<file path="src/rtl/uart_msg_pkg.sv">
// Shared FSM encoding, ASCII constants and message-length helper for the UART message framer.
package uart_msg_pkg;

    typedef logic [7:0] byte_t;

    localparam logic [2:0] ST_IDLE  = 3'd0;
    localparam logic [2:0] ST_LOAD  = 3'd1;
    localparam logic [2:0] ST_SEND  = 3'd2;
    localparam logic [2:0] ST_ACK   = 3'd3;
    localparam logic [2:0] ST_DRAIN = 3'd4;

    localparam byte_t ASC_COLON = 8'h3A;
    localparam byte_t ASC_ZERO  = 8'h30;
    localparam byte_t ASC_QMARK = 8'h3F;
    localparam byte_t ASC_CR    = 8'h0D;
    localparam byte_t ASC_LF    = 8'h0A;

    function automatic int msg_len(input int prefix_len, input int field_num, input int eol_en);
        return prefix_len + 3 * field_num - 1 + 2 * eol_en;
    endfunction

    // Non-decimal nibbles are flagged rather than wrapped into a digit.
    function automatic byte_t bcd_ascii(input logic [3:0] nib);
        return (nib > 4'd9) ? ASC_QMARK : (ASC_ZERO + {4'd0, nib});
    endfunction

endpackage

</file>
<file path="src/rtl/uart_msg_sender_if.sv">
// Byte/valid link to the UART transmitter, qualified by the transmitter's busy flag.
interface uart_msg_sender_if;
    import uart_msg_pkg::*;

    byte_t tx_dout;
    logic  tx_dout_vld;
    logic  tx_busy;

    modport master (output tx_dout, output tx_dout_vld, input tx_busy);
    modport slave  (input tx_dout, input tx_dout_vld, output tx_busy);
endinterface

</file>
<file path="src/rtl/period_tick.sv">
// Free-running period timer: one-cycle tick every PERIOD_CYC enabled cycles.
// Latency: first tick PERIOD_CYC cycles after clr drops with ena high.
// Backpressure: none; clr dominates and holds the count at zero.
module period_tick #(
    parameter int PERIOD_CYC = 50_000_000
) (
    input  logic clk,
    input  logic rst_n,
    input  logic clr,
    input  logic ena,
    output logic tick
);
    localparam int CW = $clog2(PERIOD_CYC);
    localparam logic [CW-1:0] TC = CW'(PERIOD_CYC - 1);

    logic [CW-1:0] cnt;

    always_ff @(posedge clk) begin
        if (!rst_n || clr) begin
            cnt  <= '0;
            tick <= 1'b0;
        end else if (ena) begin
            tick <= (cnt == TC);
            cnt  <= (cnt == TC) ? '0 : cnt + 1'b1;
        end else begin
            tick <= 1'b0;
        end
    end
endmodule

</file>
<file path="src/rtl/uart_msg_sender.sv">
// Frames <prefix>DD:..:DD[CRLF] from a snapshot and streams it byte-wise to a UART.
// Latency: start request -> LOAD next cycle -> SEND, strobe registered out of SEND.
// Backpressure: waits for tx_busy low before each byte; ack wait bounded by ACK_TIMEOUT.
module uart_msg_sender
    import uart_msg_pkg::*;
#(
    parameter int PREFIX_LEN  = 8,
    parameter int FIELD_NUM   = 3,
    parameter int EOL_EN      = 1,
    parameter int PERIOD_CYC  = 50_000_000,
    parameter int ACK_TIMEOUT = 16
) (
    input  logic                    clk,
    input  logic                    rst_n,
    input  logic                    en,
    input  logic                    mode,
    input  logic                    trig,
    input  logic [PREFIX_LEN*8-1:0] prefix,
    input  logic [FIELD_NUM*8-1:0]  bcd_data,
    uart_msg_sender_if.master       tx,
    output logic                    msg_busy,
    output logic                    msg_done,
    output logic [7:0]              drop_cnt
);
    localparam int MSG_LEN = msg_len(PREFIX_LEN, FIELD_NUM, EOL_EN);
    localparam int CNT_W   = $clog2(MSG_LEN);
    localparam int TO_W    = $clog2(ACK_TIMEOUT + 1);
    localparam logic [CNT_W-1:0] LAST_IDX = CNT_W'(MSG_LEN - 1);
    localparam logic [TO_W-1:0]  TO_LAST  = TO_W'(ACK_TIMEOUT - 1);

    logic [2:0]           state, state_nxt;
    logic [CNT_W-1:0]     cnt;
    logic [TO_W-1:0]      to_cnt;
    logic [MSG_LEN*8-1:0] fmt, msg_q;
    byte_t                dout_q;
    logic                 dout_vld_q;
    logic                 tick, run, start_req, last_byte, done_now, drop_req;

    assign run = en & ~mode;

    period_tick #(.PERIOD_CYC(PERIOD_CYC)) u_period_tick (
        .clk   (clk),
        .rst_n (rst_n),
        .clr   (~run),
        .ena   (run),
        .tick  (tick)
    );

    assign start_req = en & (mode ? trig : tick);
    assign last_byte = (cnt == LAST_IDX);
    assign done_now  = (state == ST_DRAIN) && !tx.tx_busy && last_byte;
    // The request landing on the final drain exit chains straight into the next message.
    assign drop_req  = start_req && (state != ST_IDLE) && !done_now;

    // Byte i of the message lives at fmt[i*8 +: 8].
    for (genvar i = 0; i < PREFIX_LEN; i++) begin : g_pfx
        assign fmt[i*8 +: 8] = prefix[(PREFIX_LEN-1-i)*8 +: 8];
    end
    for (genvar f = 0; f < FIELD_NUM; f++) begin : g_fld
        localparam int B = PREFIX_LEN + 3 * f;
        assign fmt[B*8 +: 8]     = bcd_ascii(bcd_data[(FIELD_NUM-1-f)*8+4 +: 4]);
        assign fmt[(B+1)*8 +: 8] = bcd_ascii(bcd_data[(FIELD_NUM-1-f)*8 +: 4]);
        if (f < FIELD_NUM - 1) begin : g_sep
            assign fmt[(B+2)*8 +: 8] = ASC_COLON;
        end
    end
    if (EOL_EN != 0) begin : g_eol
        assign fmt[(MSG_LEN-2)*8 +: 8] = ASC_CR;
        assign fmt[(MSG_LEN-1)*8 +: 8] = ASC_LF;
    end

    always_comb begin
        state_nxt = state;
        case (state)
            ST_IDLE:  if (start_req) state_nxt = ST_LOAD;
            ST_LOAD:  state_nxt = ST_SEND;
            ST_SEND:  if (!tx.tx_busy) state_nxt = ST_ACK;
            ST_ACK:   if (tx.tx_busy || to_cnt == TO_LAST) state_nxt = ST_DRAIN;
            ST_DRAIN: if (!tx.tx_busy)
                          state_nxt = last_byte ? (start_req ? ST_LOAD : ST_IDLE) : ST_SEND;
            default:  state_nxt = ST_IDLE;
        endcase
    end

    always_ff @(posedge clk) begin
        if (state == ST_LOAD) msg_q <= fmt;
    end

    always_ff @(posedge clk) begin
        if (!rst_n) begin
            state      <= ST_IDLE;
            cnt        <= '0;
            to_cnt     <= '0;
            dout_q     <= 8'h00;
            dout_vld_q <= 1'b0;
            msg_busy   <= 1'b0;
            msg_done   <= 1'b0;
            drop_cnt   <= 8'd0;
        end else begin
            state      <= state_nxt;
            msg_busy   <= (state_nxt != ST_IDLE);
            msg_done   <= done_now;
            dout_vld_q <= (state == ST_SEND) && !tx.tx_busy;
            if ((state == ST_SEND) && !tx.tx_busy) dout_q <= msg_q[{cnt, 3'b000} +: 8];
            to_cnt     <= (state == ST_ACK) ? to_cnt + 1'b1 : '0;
            if (state == ST_LOAD) begin
                cnt <= '0;
            end else if ((state == ST_DRAIN) && !tx.tx_busy && !last_byte) begin
                cnt <= cnt + 1'b1;
            end
            if (drop_req && (drop_cnt != 8'hFF)) drop_cnt <= drop_cnt + 8'd1;
        end
    end

    assign tx.tx_dout     = dout_q;
    assign tx.tx_dout_vld = dout_vld_q;
endmodule
</file>
<file path="src/flat_wrapper.sv">
// flat-port wrapper written by rule: the top's interface ports become plain ports
module uart_msg_sender_flat import uart_msg_pkg::*;
#(
    parameter int PREFIX_LEN  = 8,
    parameter int FIELD_NUM   = 3,
    parameter int EOL_EN      = 1,
    parameter int PERIOD_CYC  = 50_000_000,
    parameter int ACK_TIMEOUT = 16
)
  (clk, rst_n, en, mode, trig, prefix, bcd_data, msg_busy, msg_done, drop_cnt, tx_tx_dout, tx_tx_dout_vld, tx_tx_busy);
  uart_msg_sender_if tx_i ();
  input  logic clk;
  input  logic rst_n;
  input  logic en;
  input  logic mode;
  input  logic trig;
  input  logic [PREFIX_LEN*8-1:0] prefix;
  input  logic [FIELD_NUM*8-1:0] bcd_data;
  output logic msg_busy;
  output logic msg_done;
  output logic [7:0] drop_cnt;
  output wire logic [$bits(tx_i.tx_dout)-1:0] tx_tx_dout;
  output wire logic [$bits(tx_i.tx_dout_vld)-1:0] tx_tx_dout_vld;
  input wire logic [$bits(tx_i.tx_busy)-1:0] tx_tx_busy;
  assign tx_tx_dout = tx_i.tx_dout;
  assign tx_tx_dout_vld = tx_i.tx_dout_vld;
  assign tx_i.tx_busy = tx_tx_busy;
  uart_msg_sender #(.PREFIX_LEN(PREFIX_LEN), .FIELD_NUM(FIELD_NUM), .EOL_EN(EOL_EN), .PERIOD_CYC(PERIOD_CYC), .ACK_TIMEOUT(ACK_TIMEOUT)) u_core (.clk(clk), .rst_n(rst_n), .en(en), .mode(mode), .trig(trig), .prefix(prefix), .bcd_data(bcd_data), .tx(tx_i), .msg_busy(msg_busy), .msg_done(msg_done), .drop_cnt(drop_cnt));
endmodule
</file>
<file path="config.mk">
export PLATFORM = sky130hd
export DESIGN_NAME = uart_msg_sender_flat
export DESIGN_NICKNAME = d
export VERILOG_FILES = /design/src/rtl/uart_msg_pkg.sv /design/src/rtl/uart_msg_sender_if.sv /design/src/rtl/period_tick.sv /design/src/rtl/uart_msg_sender.sv /design/src/flat_wrapper.sv
export SDC_FILE = /design/constraint.sdc
export NUM_CORES = 1
export LEC_CHECK = 0
export BUFFER_PORTS_ARGS = -buffer_cell sky130_fd_sc_hd__buf_2
export CORE_MARGIN = 2
export CORE_UTILIZATION = 30
export CTS_CLUSTER_SIZE = 14
export DETAILED_ROUTE_END_ITERATION = 10
export GPL_TIMING_DRIVEN = 0
export PLACE_DENSITY = 0.6
export SYNTH_ARGS = -nofsm -noshare
export SYNTH_HDL_FRONTEND = slang
export SYNTH_SLANG_ARGS = --single-unit
export TNS_END_PERCENT = 50
</file>
<file path="constraint.sdc">
create_clock -name clk -period 4.8 [get_ports clk]
set_clock_uncertainty 0.05 [all_clocks]
set_input_delay 0.96 -clock clk [delete_from_list [all_inputs] [get_ports clk]]
set_output_delay 0.96 -clock clk [all_outputs]
set_load 0.05 [all_outputs]
</file>
### Word-level counts from Yosys, hierarchy flattened

Cells that the tools add are included.

* output and inout port bits: 19
* input port bits: 94
* flip-flop bits (word level): 171
* logic and storage cells: 75

* shift-type cells: 1
* mux-type cells: 9
* bitwise gates (word level): 5
* equality and inequality tests: 8
* magnitude comparators: 6
* add/subtract/negate cells: 10
* reduce and logical (&&, ||, !) cells: 19

Operators with widths (number)
* indexed part select 144 x 9 -> 8 bit: 1
* adder 6 x 4 -> 7 bit, first input constant: 6
* adder 26 x 1 -> 26 bit, second input constant: 1
* == test 26 bit, second input constant: 1
* 2-to-1 mux 26 bit: 1
* > comparator 4 bit, second input constant: 6
* 2-to-1 mux 3 bit: 5
* one-hot mux 3 bit (5 select lines): 1
* adder 5 x 1 -> 5 bit, second input constant: 2
* adder 8 x 1 -> 8 bit, second input constant: 1
* inequality test 8 bit, second input constant: 1
* logical AND 1 bit: 7
* == test 3 x 2 -> 1 bit, second input constant: 2
* nonzero test 3 bit: 2
* == test 5 x 4 -> 1 bit, second input constant: 1
* == test 5 bit, second input constant: 1
* logical NOT 1 bit: 4
* OR reduction 2 bit: 2
* == test 3 x 1 -> 1 bit, second input constant: 1
* == test 3 bit, second input constant: 1
* logical NOT 3 bit: 1
* inverter 1 bit: 3
* bitwise AND 1 bit: 2
* logical OR 1 bit: 2
* 2 further kinds: 3

### Depth between registers and ports, before layout

Gate-level depths: netlist (run 1).

* depth after elaboration: 7
* depth in mapped cells: 10

### Cells and area by module

A second synthesis (run 1) with hierarchy kept.

* cells, all modules: 534
* area, all modules: 6512.5 µm²

Modules (own cells, without submodules)
* uart_msg_sender: cells an instance 370, area each 5063.6 µm², instances 1
* period_tick: cells an instance 164, area each 1448.9 µm², instances 1

### Least setup slack after synthesis (run 1)

No wires, ideal clock.

* path kind: reg2reg
* from: register u_core.state[2]
* to: register u_core.msg_q[0] (enable)
* buffers on the path: 1
* cell stages (with the launch flop): 4
* arrival time: 4.299 ns
* path slack: -0.084 ns
* cells stage by stage: dfxtp_1 > clkbuf_1 > nand2b_1 > nor2_1

* word-level cells in the longest chain between the ends: 1

RTL lines
* from (decl): line uart_msg_sender.sv:31 `logic [2:0] state, state_nxt;`
* from (signal assigned): line uart_msg_sender.sv:100 `state <= state_nxt;`
* == test 3 x 1 -> 1 bit: line uart_msg_sender.sv:86 `if (state == ST_LOAD) msg_q <= fmt;`
* to (signal assigned): line uart_msg_sender.sv:86
* to (decl): line uart_msg_sender.sv:34 `logic [MSG_LEN*8-1:0] fmt, msg_q;`

Every way passes these cells.
A chain may end at the register's enable or synchronous reset.

### Worst setup path in the final report (run 1)

* from: register u_core.cnt[1]
* to: register u_core.drop_cnt[7]

* word-level cells in the longest chain between the ends: 5

RTL lines
* from (decl): line uart_msg_sender.sv:32 `logic [CNT_W-1:0] cnt;`
* from (signal assigned): line uart_msg_sender.sv:109 `cnt <= cnt + 1'b1;`
* == test 5 bit: line uart_msg_sender.sv:50 `assign last_byte = (cnt == LAST_IDX);`
* logical AND 1 bit: line uart_msg_sender.sv:51 `assign done_now = (state == ST_DRAIN) && !tx.tx_busy && last_byte;`
* logical NOT 1 bit: line uart_msg_sender.sv:53 `assign drop_req = start_req && (state != ST_IDLE) && !done_now;`
* logical AND 1 bit: line uart_msg_sender.sv:53
* logical AND 1 bit: line uart_msg_sender.sv:111 `if (drop_req && (drop_cnt != 8'hFF)) drop_cnt <= drop_cnt + 8'd1;`
* to (signal assigned): line uart_msg_sender.sv:111
* to (decl): line uart_msg_sender.sv:23 `output logic [7:0] drop_cnt`

Every way passes these cells.

==> impl_metrics.toml, run 1 <==
[clock_tree]
cts.sinks = 147
clk_latency_ns = 0.42
cts_hold_buffers = 0
htree_levels = 4
numCtsBuffers = 17
cts_setup_buffers = 0
cts_resized = 0
cts_tree = "done"
clk_pin_slew_ns = 0.06
cts_max_path_buffers = 2
clock-root-buffer = "clkbuf_16"

[detailed_routing]
drc = 0
viasPerCell = 4.774
vias = 4411
drt.antenna.violating_nets = 0
finalWirelength_mm = 13.89
first_pass_iters = 4
drtIter0Drc = 228
wl_per_cell_um = 15.04

[global_routing]
grt_util_met1_pct = 17.49
grt_use_total_pct = 13.18
overflow = 0
grt_pass1_vias = 4361
grt_start_max_net_pins = 33
grt_busiest_layer = "met2"
grt_use_met3_pct = 4.632
grt_pass1_wl_mm = 22.26
antenna_found_initial = 0
grtUsageMet2_pct = 20.28

[setup_path]
cp-start-kind = "flop"
endpoint_kind = "flop"
critPathMaxFanout = 10
arrival_ns = 3.10
worstSetupPathType = "flop to flop"
required_ns = 5.09

[synth]
synth-main-ff-cell = "edfxtp_1"
synth-adder-area-share_pct = 1.394
async_flop_share_pct = 0
ys_ff_latch = 147
synth_compound_area_share_pct = 10.20
seq_area_frac_synth_pct = 60.88
postSynthCellCount = 508
yosysUniqueCellTypes = 56
muxShareOfSynthArea_pct = 7.789
synth_top_family_by_area = "simple AND/OR/NAND/NOR gates"
syn_avg_cell_area_um2 = 12.36
syn-num-nets = 609
netlist_area_mm2 = 0.006281
yosys_warnings = 0
synth-edff-count = 88
synth_xor_area_share_pct = 2.510
synth-simple-area-share_pct = 14.66

[floorplan]
io_pins = 113
die_width_um = 148.7
core_mm2 = 0.02036
dieArea_mm2 = 0.02211
initial_core_util_pct = 30.84
die_h_um = 148.7
placement_rows = 52

[timing]
setup-violations-final = 0
rsz0062_at_grt = "false"
final.period_utilization_pct = 58.59
fin_tns_setup_ns = 0
slew_headroom_pct = 29.25
tightest_slew_ns = 1.046
final-max-slew-violation-count = 0
max_freq_mhz = 355.6
finalHoldViolCount = 0
min_period_ns = 2.812

[layout]
stdcell_count = 924
fin_nets = 742
utilization_pct = 38.39
final_cell_mix = "121 x buf_2, 88 x edfxtp_1, 59 x dfxtp_1, 35 x nor2_1, 34 x o21ai_0"
areaGrowthSynthToFinish_pct = 24.48
diodes = 0
drive_gt1_share_pct = 27.52
final_common_cell = "buf_2"
n_fill_cell = 2020

[outcome]
outcome = "finished clean"

[hold_path]
hp-class = "flop to flop"

[placement]
place_congestion = 0.7819
numPortBuffers = 112
post-place-cells = 892
dp_hpwl_mm = 10.07

[pwr]
power_density_mw_per_mm2 = 358.6
vdd_drop_max_mv = 0.2301
total_power_mw = 2.804
p_leak_nw = 2.749

[job]
max-cap-violations = 0
worst paths after layout:
kind / slack (ns) / cells past startpoint / endpoint / start
worst min register to register: 0.40 / 1 / u_core.u_period_tick.cnt[0] / u_core.u_period_tick.cnt[0]
worst min-delay path: 0.40 / 1 / u_core.u_period_tick.cnt[0] / u_core.u_period_tick.cnt[0]
worst max register to register: 1.99 / 10 / u_core.drop_cnt[7] / u_core.cnt[1]
worst max-delay path: 1.99 / 10 / u_core.drop_cnt[7] / u_core.cnt[1]
Yosys cell counts (9+ instances only):
cell / n / area (um2)
dfxtp_1: 59 / 1181
clkbuf_1: 19 / 71.32
mux2i_1: 14 / 140.1
nand3_1: 19 / 95.09
xnor2_1: 9 / 78.83
a21oi_1: 19 / 95.09
nand4_1: 13 / 81.33
buf_2: 9 / 45.04
o31ai_1: 9 / 67.56
a21o_1: 13 / 97.59
nor2_1: 36 / 135.1
nand2b_1: 12 / 75.07
nand2_1: 20 / 75.07
inv_1: 9 / 33.78
edfxtp_1: 88 / 2643
o21ai_0: 34 / 170.2
mux4_2: 13 / 292.8
or3_1: 12 / 75.07
xor2_1: 9 / 78.83
critical path: stages, from the launching register on:
cell and delay (ns):
dfxtp_1 0.38, buf_2 0.30, buf_2 0.31, inv_1 0.12, ha_1 0.20, nand4bb_1 0.09
buf_2 0.21, o2111ai_1 0.26, buf_2 0.25, nor4_1 0.35, mux2i_1 0.22
metal layers:
layer	part of all wire [%]	up-vias
li1	-	2215
met1	48	2076
met2	45	116
met3	6.4	4
met4	0.51	0
met5	0	-
state kept, by name, summed over array words and instances, names as in the netlist:
register and cells:
u_core.msg_busy 1, u_core.drop_cnt 8, u_core.msg_q 88, u_core.u_period_tick.tick 1, u_core.tx.tx_dout 8, u_core.u_period_tick.cnt 26
u_core.to_cnt 5, u_core.cnt 5, u_core.tx.tx_dout_vld 1, u_core.state 3, u_core.msg_done 1
area by class of cell:
cell class,instances,area [um2],share of cell area [%]
clock inverters,14,162.7,2.080
clock buffers,18,429.2,5.489
inverters,10,37.54,0.4801
multi-input cells,322,2303,29.46
plain buffers,29,123.9,1.584
repair buffers,114,600.6,7.681
well taps,270,337.8,4.321
flip-flops and latches,147,3824,48.90
stage by stage:
| stage | instance area, um2 | hold slack [ns] | setup slack, ns |
|---|---|---|---|
| 2_1_floorplan | 6284 | 0.3675 | 1.394 |
| 6_report | 7819 | 0.3992 | 1.988 |
| 5_1_grt | 7819 | 0.4380 | 1.761 |
| 4_1_cts | 7819 | 0.4021 | 1.944 |
| 3_5_place_dp | 7227 | 0.3867 | 1.967 |
| 3_3_place_gp | 7182 | 0.3791 | 0.3674 |
power breakdown:
group | internal, mW | leakage [nW] | switching [mW] | total, mW
sequential | 1.36 | 1.27 | 0.00654 | 1.37
clock | 0.740 | 0.291 | 0.576 | 1.32
combinational | 0.0514 | 1.18 | 0.0651 | 0.117
cells by family (layout without fill, tap and decap cells):
family,Yosys count,in the layout
AND/OR/NAND/NOR,163,163
buffers and inverters,39,185
AO/OA/AOI/OAI,102,102
XOR/XNOR,18,18
adder cells (fa/ha/maj),7,7
multiplexers,32,32
flip-flops,147,147
No activity file was read; power rests on OpenSTA's default activity.
==> run 2: changes to the inputs <==
PLACE_DENSITY = 0.58   (was 0.6)
clock period = 2.6 ns   (was 4.8 ns; I/O delays follow)
==> impl_metrics.toml, run 2 (same netlist as run 1, synthesis figures left out) <==
[outcome]
outcome = "finished clean"

[clock_tree]
clk_pin_slew_ns = 0.07
cts_tree = "done"
htree_levels = 4
cts.sinks = 147
clk_latency_ns = 0.42
cts_max_path_buffers = 2
numCtsBuffers = 17
clock-root-buffer = "clkbuf_16"

[timing]
finalHoldViolCount = 0
setup-violations-final = 0
rsz0062_at_grt = "false"
max_freq_mhz = 422.9
tightest_slew_ns = 0.8783
final.period_utilization_pct = 90.94
final-max-slew-violation-count = 0
min_period_ns = 2.364
slew_headroom_pct = 40.62

[job]
max-cap-violations = 0

[layout]
fin_nets = 740
largestRegisters = "u_core.msg_q: 88 flops, u_core.u_period_tick.cnt: 26 flops"
largest_reg_flops = 88
regMostFlops = "u_core.msg_q"
utilization_pct = 38.54
areaGrowthSynthToFinish_pct = 24.94
diodes = 0
final_common_cell = "buf_2"
drive_gt1_share_pct = 28.22
fin_area_mm2 = 0.007848
final_cell_mix = "116 x buf_2, 88 x edfxtp_1, 58 x dfxtp_1, 35 x nor2_1, 34 x o21ai_0"

[setup_path]
path_buf_inv = 4
cp-start-kind = "flop"
path_cells = "buf_6 -> inv_1 -> ha_1 -> nand4bb_1 -> clkbuf_4 -> o2111ai_2 -> clkbuf_4 -> or3b_2 -> a21oi_1"
worstSetupPathType = "flop to flop"
critPathMaxFanout = 19
regToRegStartpoint = "u_core.cnt[1]"
required_ns = 2.89
cp_top_family = "buffers and inverters"
max_stage_delay_ns = 0.45
arrival_ns = 2.66
startpoint = "u_core.cnt[1]"
critPathMostFrequentCell = "clkbuf_4"
cp_slowest_cell = "or3b_2"
endpoint_kind = "flop"

[pwr]
p_leak_nw = 2.743
vdd_drop_max_mv = 0.4112
power_density_mw_per_mm2 = 660.9

[placement]
numPortBuffers = 112
dp_hpwl_mm = 10.56
place_congestion = 0.7944
placed_cell_area_mm2 = 0.007227

[detailed_routing]
drtIter0Drc = 189
wl_per_cell_um = 15.61
first_pass_iters = 4
drt.antenna.violating_nets = 0
viasPerCell = 4.959
drc = 0
vias = 4572
finalWirelength_mm = 14.39

[hold_path]
worstHoldStart = "prefix[23]"
hp-class = "input port to flop"

[global_routing]
overflow = 0
antenna_found_initial = 0
grt_pass1_wl_mm = 23.53
grt_use_total_pct = 13.73
grt_pass1_vias = 4657
grt_start_max_net_pins = 39

[floorplan]
placement_rows = 52
initial_core_util_pct = 30.84
core_mm2 = 0.02036
die_h_um = 148.7
io_pins = 113
dieArea_mm2 = 0.02211
die_width_um = 148.7
-- run 2: path summary, 6_finish.rpt --
check	end	slack, ns	cells past startpoint
hold / removal	u_core.msg_q[47]	0.22	1
setup / recovery	u_core.drop_cnt[1]	0.24	9
hold reg to reg	u_core.u_period_tick.cnt[0]	0.40	1
setup reg to reg	u_core.drop_cnt[1]	0.24	9
-- run 2: power by group --
| group | internal (mW) | total (mW) | switching (mW) |
|---|---|---|---|
| clock network | 1.37 | 2.44 | 1.07 |
| registers | 2.52 | 2.53 | 0.0119 |
| logic | 0.0954 | 0.218 | 0.123 |
-- run 2: worst reg2reg max path: stages, from the launching register on --
cell and delay, ns:
dfxtp_2 0.37, buf_6 0.24, inv_1 0.12, ha_1 0.19, nand4bb_1 0.08, clkbuf_4 0.21
o2111ai_2 0.21, clkbuf_4 0.24, or3b_2 0.46, a21oi_1 0.13
-- run 2: area by class of cell --
class / instances / area, um2
Inverter: 10 / 37.54
Fill cell: 1950 / 12520
Clock inverter: 14 / 160.2
Clock buffer: 18 / 429.2
Buffer: 27 / 128.9
Sequential cell: 147 / 3825
Tap cell: 270 / 337.8
Multi-Input combinational cell: 322 / 2328
Timing Repair Buffer: 114 / 600.6
-- run 2: layer usage --
layer | vias up | GRT usage, % | wire (um)
met3 | 23 | 5.123 | 998
met5 | - | 0 | 0
met2 | 134 | 22.73 | 6947
met1 | 2208 | 16.78 | 6221
li1 | 2207 | - | -
met4 | 0 | 4.095 | 220
-- run 2: timing repair --
item                                    4_1_cts  5_1_grt
endpoints found under the setup margin        8       10
pin swaps                                     0        0
gates resized for setup                       5        6
setup buffers                                 0        0
hold buffers                                  0        0
-- run 2: stage by stage --
| step | hold WS (ns) | setup slack, ns | total power, mW | setup TNS [ns] | std cells |
|---|---|---|---|---|---|
| 2_1_floorplan | 0.3675 | 0.1661 | 2.678 | 0 | 508 |
| 3_3_place_gp | 0.3776 | -0.3240 | 2.791 | -29.14 | 890 |
| 3_5_place_dp | 0.3915 | -0.2931 | 2.802 | -1.549 | 892 |
| 4_1_cts | 0.1972 | 0.01117 | 5.262 | 0 | 924 |
| 5_1_grt | 0.1867 | 0.1075 | 5.383 | 0 | 922 |
| 6_report | 0.2162 | 0.2356 | 5.187 | 0 | 922 |
==> run 3: changes to the inputs <==
GPL_TIMING_DRIVEN = default   (was 0)
PLACE_DENSITY = 0.6   (was 0.58)
clock period = 2 ns   (was 2.6 ns; I/O delays follow)
==> impl_metrics.toml, run 3 (same netlist as run 1, synthesis figures left out) <==
[outcome]
outcome = "finished clean"

[clock_tree]
clock-root-buffer = "clkbuf_16"
cts.sinks = 147
clk_latency_ns = 0.42
numCtsBuffers = 17
cts_tree = "done"
cts_max_path_buffers = 2
clk_pin_slew_ns = 0.07
htree_levels = 4

[detailed_routing]
vias = 4503
first_pass_iters = 4
drtIter0Drc = 308
drc = 0
viasPerCell = 4.868
finalWirelength_mm = 14.02
wl_per_cell_um = 15.15
drt.antenna.violating_nets = 0

[timing]
tightest_slew_ns = 0.5810
finalHoldViolCount = 0
slew_headroom_pct = 60.85
setup-violations-final = 0
max_freq_mhz = 522.3
final-max-slew-violation-count = 0
final.period_utilization_pct = 95.73
min_period_ns = 1.915

[layout]
drive_gt1_share_pct = 30.99
multi_input_area_mm2 = 0.002321
largestRegisters = "u_core.msg_q: 88 flops, u_core.u_period_tick.cnt: 26 flops"
stdcell_count = 925
regMostFlops = "u_core.msg_q"
final-seq-area_mm2 = 0.003825
diodes = 0
final_common_cell = "buf_2"
utilization_pct = 38.88
areaGrowthSynthToFinish_pct = 26.06
final_cell_mix = "112 x buf_2, 88 x edfxtp_1, 58 x dfxtp_1, 35 x nor2_1, 34 x o21ai_0"
largest_reg_flops = 88
fin_nets = 743
n_fill_cell = 1987

[setup_path]
critPathMaxFanout = 9
endpoint_kind = "flop"
arrival_ns = 2.21
worstSetupPathType = "flop to flop"
cp-start-kind = "flop"
required_ns = 2.30

[floorplan]
dieArea_mm2 = 0.02211
io_pins = 113
core_mm2 = 0.02036
placement_rows = 52
die_width_um = 148.7
die_h_um = 148.7
initial_core_util_pct = 30.84

[placement]
post-place-cells = 893
numPortBuffers = 112
dp_hpwl_mm = 10.34
place_congestion = 0.7767

[job]
max-cap-violations = 0

[pwr]
power_density_mw_per_mm2 = 826.4
p_leak_nw = 2.811
vdd_drop_max_mv = 0.5591

[global_routing]
grt_start_max_net_pins = 33
grt_use_total_pct = 13.11
grt_pass1_wl_mm = 22.40
grt_pass1_vias = 4498
antenna_found_initial = 0
overflow = 0

[hold_path]
hp-class = "input port to flop"
run 3: path summary, 6_finish.rpt:
check | startpoint | end | slack, ns | cells after the start
max | u_core.u_period_tick.cnt[9] | u_core.u_period_tick.cnt[19] | 0.09 | 5
min | prefix[55] | u_core.msg_q[15] | 0.09 | 1
max reg2reg | u_core.u_period_tick.cnt[9] | u_core.u_period_tick.cnt[19] | 0.09 | 5
min reg2reg | u_core.u_period_tick.cnt[0] | u_core.u_period_tick.cnt[0] | 0.40 | 1
run 3: worst max-delay path, stage by stage, from the launching register on:
cell and delay [ns]:
dfxtp_1 0.41, nand4_1 0.18, or4_4 0.58, buf_4 0.18, or3_1 0.30, a21oi_1 0.15
run 3: area by class of cell:
class / count / share of cell area, %
inverters: 10 / 0.4741
multi-input cells: 322 / 29.31
well taps: 270 / 4.267
flip-flops and latches: 147 / 48.31
repair buffers: 144 / 10.75
clock inverters: 14 / 1.470
clock buffers: 18 / 5.420
run 3: report_power, final:
group	leakage [nW]	switching [mW]	total (mW)	internal (mW)
Combinational	1.27	0.156	0.288	0.132
Clock	0.265	1.34	2.96	1.62
Sequential	1.27	0.0166	3.29	3.27
run 3: per-stage QoR:
| step | instance area [um2] | power [mW] | setup slack, ns | setup TNS (ns) | hold slack, ns |
|---|---|---|---|---|---|
| 6_report | 7918 | 6.543 | 0.08538 | 0 | 0.09366 |
| 3_5_place_dp | 7367 | 3.649 | 0.06011 | 0 | 0.3973 |
| 5_1_grt | 7918 | 6.782 | -0.01063 | -0.01063 | 0.07537 |
| 4_1_cts | 7913 | 6.625 | 0.05077 | 0 | 0.07878 |
| 2_1_floorplan | 6306 | 3.483 | -0.3614 | -33.40 | 0.3675 |
| 3_3_place_gp | 7367 | 3.638 | 0.05714 | 0 | 0.3789 |
run 3: routing by layer:
layer | vias to the layer above | track usage [%] | part of all wire, %
met2 | 129 | 21.27 | 48
met1 | 2152 | 16.68 | 44
li1 | 2216 | - | -
met4 | 0 | 4.524 | 0.65
met5 | - | 0 | 0
met3 | 6 | 4.049 | 6.7
run 3: what timing repair did:
action,4_1_cts,5_1_grt
setup endpoints to repair,0,1
resized for setup,0,1
buffers inserted,0,0
hold buffers,0,0
